$ cat src/rtl/wb_arbiter.sv
// Write-back arbiter: round-robin ALU/load grant into a registered RF write port, plus a pending-write scoreboard.
// Optional WB_ARB_FWD_EN exposes the accepted transfer combinationally for operand bypass.
module wb_arbiter #(
    parameter int XLEN = 64,
    parameter int AW   = 5
) (
    input  logic              clk,
    input  logic              rst,
    input  logic              alu_valid,
    output logic              alu_ready,
    input  logic [AW-1:0]     alu_rd,
    input  logic [XLEN-1:0]   alu_data,
    input  logic              mem_valid,
    output logic              mem_ready,
    input  logic [AW-1:0]     mem_rd,
    input  logic [XLEN-1:0]   mem_data,
    input  logic              issue_valid,
    input  logic [AW-1:0]     issue_rd,
    output logic              rf_wen,
    output logic [AW-1:0]     rf_rd,
    output logic [XLEN-1:0]   rf_wd,
`ifdef WB_ARB_FWD_EN
    output logic              fwd_valid,
    output logic [AW-1:0]     fwd_rd,
    output logic [XLEN-1:0]   fwd_data,
`endif
    output logic [2**AW-1:0]  sb_busy
);
    localparam int NREG = 2**AW;

    // ptr_q = 0 favours the ALU on contention, 1 favours the load unit
    logic              ptr_q, ptr_d;
    logic              wen_q, wen_d;
    logic [AW-1:0]     rd_q, rd_d;
    logic [XLEN-1:0]   data_q, data_d;
    logic [NREG-1:0]   busy_q, busy_d;
    logic [NREG-1:0]   set_vec, clr_vec;
    logic              gnt_alu, gnt_mem, acc;
    logic [AW-1:0]     sel_rd;
    logic [XLEN-1:0]   sel_data;

    always_ff @(posedge clk) begin
        if (rst) begin
            ptr_q  <= 1'b0;
            wen_q  <= 1'b0;
            rd_q   <= '0;
            data_q <= '0;
            busy_q <= '0;
        end else begin
            ptr_q  <= ptr_d;
            wen_q  <= wen_d;
            rd_q   <= rd_d;
            data_q <= data_d;
            busy_q <= busy_d;
        end
    end

    always_comb begin
        gnt_alu  = !rst && alu_valid && (!mem_valid || !ptr_q);
        gnt_mem  = !rst && mem_valid && (!alu_valid ||  ptr_q);
        acc      = gnt_alu || gnt_mem;
        sel_rd   = gnt_mem ? mem_rd   : alu_rd;
        sel_data = gnt_mem ? mem_data : alu_data;

        ptr_d    = acc ? gnt_alu : ptr_q;
        // x0 requests burn a grant slot but never reach the register file
        wen_d    = acc && (sel_rd != '0);
        rd_d     = wen_d ? sel_rd   : rd_q;
        data_d   = wen_d ? sel_data : data_q;

        set_vec  = '0;
        clr_vec  = '0;
        if (issue_valid) set_vec[issue_rd] = 1'b1;
        if (wen_d)       clr_vec[sel_rd]   = 1'b1;
        // set applied after clear so a same-cycle issue keeps the bit busy
        busy_d    = (busy_q & ~clr_vec) | set_vec;
        busy_d[0] = 1'b0;
    end

    always_comb begin
        alu_ready = gnt_alu;
        mem_ready = gnt_mem;
        // a write whose stage lines up with reset is dropped
        rf_wen    = wen_q && !rst;
        rf_rd     = rd_q;
        rf_wd     = data_q;
        sb_busy   = busy_q;
`ifdef WB_ARB_FWD_EN
        fwd_valid = wen_d;
        fwd_rd    = sel_rd;
        fwd_data  = sel_data;
`endif
    end

endmodule

$ cat config.mk
export PLATFORM = sky130hd
export DESIGN_NAME = wb_arbiter
export DESIGN_NICKNAME = d
export VERILOG_FILES = /design/src/rtl/wb_arbiter.sv
export SDC_FILE = /design/constraint.sdc
export NUM_CORES = 1
export LEC_CHECK = 0
export ABC_AREA = 1
export CAP_MARGIN = 5
export CORE_MARGIN = 10
export CORE_UTILIZATION = 40
export CTS_CLUSTER_DIAMETER = 200
export DETAILED_ROUTE_END_ITERATION = 12
export PLACE_DENSITY = 0.87
export SYNTH_ARGS = -nofsm -noshare
export SYNTH_HDL_FRONTEND = slang
export SYNTH_SLANG_ARGS = --single-unit
$ cat constraint.sdc
create_clock -name clk -period 2.9 [get_ports clk]
set_clock_uncertainty 0.2 [all_clocks]
set_input_delay 0.87 -clock clk [delete_from_list [all_inputs] [get_ports clk]]
set_output_delay 0.87 -clock clk [all_outputs]
set_load 0.02 [all_outputs]
==> metrics.md <==
| Metric | Value |
|---|---|
| Status | `complete, no violations` |
| Post-route setup slack | `120 ps` |
| Worst Hold Endpoint | `sb_busy[29]` |
| Post-Syn Nets | `1,042` |
| Clock tree sinks | `102` |
| P&R area growth vs syn | `59.2%` |
| Avg Cell Area, Syn | `6.04 sq um` |
| Slew HR | `62.7%` |
| Worst Tran Pin Value | `555 ps` |
| Multi-input logic area | `2820 sq um` |
| Min cycle time layout | `2780 ps` |
| Min-delay src | `sb_busy[29]` |
| Cell row count | `42` |
| Hold-fix buffers at CTS | `0` |
| Initial antenna violation count | `0` |
| Worst R2R Start | `ptr_q` |
| Cts bufs inserted | `9` |
| Fill cells | `1,189` |
| Starting density of the core | `40.8%` |
| CP max-delay cell | `dlygate4sd2_1` |
| Layout cells sized above 1 | `8.66%` |
| Max Cap Viol | `0` |
| YS warnings | `0` |
| Type of origin of the critical path | `input port` |
| Die Y | `136 um` |
| Yosys reg bits | `102` |
| Worst VDD drop | `0.307 mV` |
| Most used cell, CP | `buf_6` |
| Tcrit/Tclk final | `95.9%` |
| Worst EP required | `1830 ps` |
| Worst-path clk slew | `70 ps` |
| Placed cell count | `1,314` |
| LEAKAGE | `4.01 nW` |
| Worst Setup Path Type | `input port to output port` |
| Die width | `136 um` |
| Layout Nets | `1,298` |
| Setup WS pre-CTS | `-381 ps` |
| TritonCTS clock tree | `yes` |
| Worst-path fanout max | `9` |
| WL per Instance | `14.0 um` |
| Core area | `13,200 sq um` |
| Largest net degree at the start of global routing | `70` |
| Core Util, Final | `64.9%` |
| Boundary pin count | `252` |
| GRT Residual Overflow | `0` |
| Hold Crit Class | `register to register` |
| Root Buffer | `clkbuf_16` |
| Vias in the first global route | `5,847` |
| R2r worst-path depth | `13` |
| Synth unique cells | `26` |
| First-pass GRT wire length | `29,200 um` |
| Post-synth EDFFs | `0` |
| Ys async rst share | `0%` |
| Most common cell after layout, fill and taps aside | `nand2_1` |
| Maximum buffer depth of the clock tree | `2` |
| GPL Wtd Cong | `0.889` |
| Final Max Tran Viols | `0` |
| DRT iter0 DRCs | `382` |
| Pwr dens | `434 nW/um^2` |
| Mapped Cells | `894` |
| DRC | `0` |
| Unrepaired setup endpoints after global routing | `no` |
| Post-synth top flop | `dfxtp_1` |
| Worst flop-to-flop path endpoint | `rf_wd[8]` |
| Hold depth | `2` |
| R2R setup slack | `860 ps` |
| Total GRT Usage | `19.6%` |
| WL final | `18,600 um` |
| CP bufs+invs | `4` |
| PortBufs | `250` |
| WP data arrival | `1710 ps` |
| Final hold vios | `0` |
| Clk_lat worst skew | `350 ps` |
| DR pass1 iterations | `5` |
| Sequential share of the synthesized area | `37.8%` |
| H-tree depth | `3` |
| Most frequent cells in the layout | `nand2_1, clkdlybuf4s50_1, nor2_1` |
| Via count | `6,239` |
| Final setup viols | `0` |
| Crit-path cells | `dlygate4sd2_1, buf_6, nor2_8, nand2_8, inv_6, buf_6` |
| Max Clk Rate | `360 MHz` |
| Cell Area, Synth | `5400 sq um` |
| Hold WS | `265 ps` |
| Post-DP HPWL | `14,500 um` |
| Power, Total | `3.73 mW` |
| ANT nets after route | `0` |
| Family with the most delay on the worst path | `buffers and inverters` |
| Reg area | `2040 sq um` |
| Crit-path max cell delay | `290 ps` |
| Die area | `18,500 sq um` |
| Vias per cell | `4.68` |
| Finished Layout Cells | `1,332` |
| Critical Path End Type | `output port` |
-- worst reg2reg max path: stages (launching register included) --
cell and delay (ps):
dfxtp_1 320, inv_1 70, nand2_4 90, nand2_8 70
buf_4 190, nand2_1 80, nand2_2 80, nand2_1 130
nor2_4 50, nand2_2 80, buf_12 240, nand3_1 180
nand2_1 110, nor2_1 40
-- layer usage --
layer  vias to the layer above  share of wire [%]  track usage [%]
met5                         -                  0                0
met4                         0                3.5             8.93
met3                        42                 11             8.75
met2                       259                 49             33.7
met1                      2738                 36             20.0
li1                       3200                  -                -
-- what timing repair did --
action | in CTS | in global routing
gates cloned | 0 | 0
resized for setup | 14 | 4
pin swaps | 1 | 0
buffers inserted | 1 | 0
setup endpoints to repair | 3 | 12
-- cell usage after synthesis, drive strengths merged (2+ instances only) --
cell type	count	area, sq um
a21oi	32	160
buf	30	175
clkbuf	17	63.8
dfxtp	102	2040
inv	86	323
nand2	379	1450
nand3	74	455
nand3b	2	18.8
nor2	156	622
nor3	11	55.1
-- power by group --
group / leakage [nW] / internal (mW) / switching [mW]
Combinational: 3.03 / 0.503 / 0.513
Clock: 0.138 / 0.619 / 0.565
Sequential: 0.839 / 1.49 / 0.0412
Total: 4.01 / 2.61 / 1.12
-- worst max-delay path by stage --
stage          startpoint        end  slack [ps]  cells after the start
2_1_floorplan         rst  mem_ready         130                      5
3_3_place_gp          rst     rf_wen        -380                      3
3_5_place_dp          rst  alu_ready        -380                      3
4_1_cts         alu_valid  mem_ready          10                      6
5_1_grt               rst  mem_ready          60                      6
6_report              rst  mem_ready         120                      6
-- final cells by class --
type / count / area share (%)
repair buffers: 292 / 33.6
multi-input cells: 658 / 32.8
flip-flops and latches: 102 / 23.8
inverters: 87 / 3.86
clock buffers: 10 / 2.78
well taps: 176 / 2.56
clock inverters: 6 / 0.612
diodes: 1 / 0.0291
-- state kept, by name, summed over array words and instances (netlist names) --
register,cells
rf_wd,64
sb_busy,31
rf_rd,5
ptr_q,1
wen_q,1
-- through the flow --
step	TNS (ps)	cell area, sq um
finish	0	8590
global route	0	8590
CTS	0	8580
detailed placement	-22730	8260
global placement	-19980	8260
floorplan	0	5400
-- logic make-up after synthesis --
logic type / share of synthesized area (%)
AOI/OAI and AO/OA: 3.41
buffers and inverters: 10.5
and+or+nand+nor: 48.2
DFF: 37.8
other: 0.0695
No activity file was read; power rests on OpenSTA's default activity.
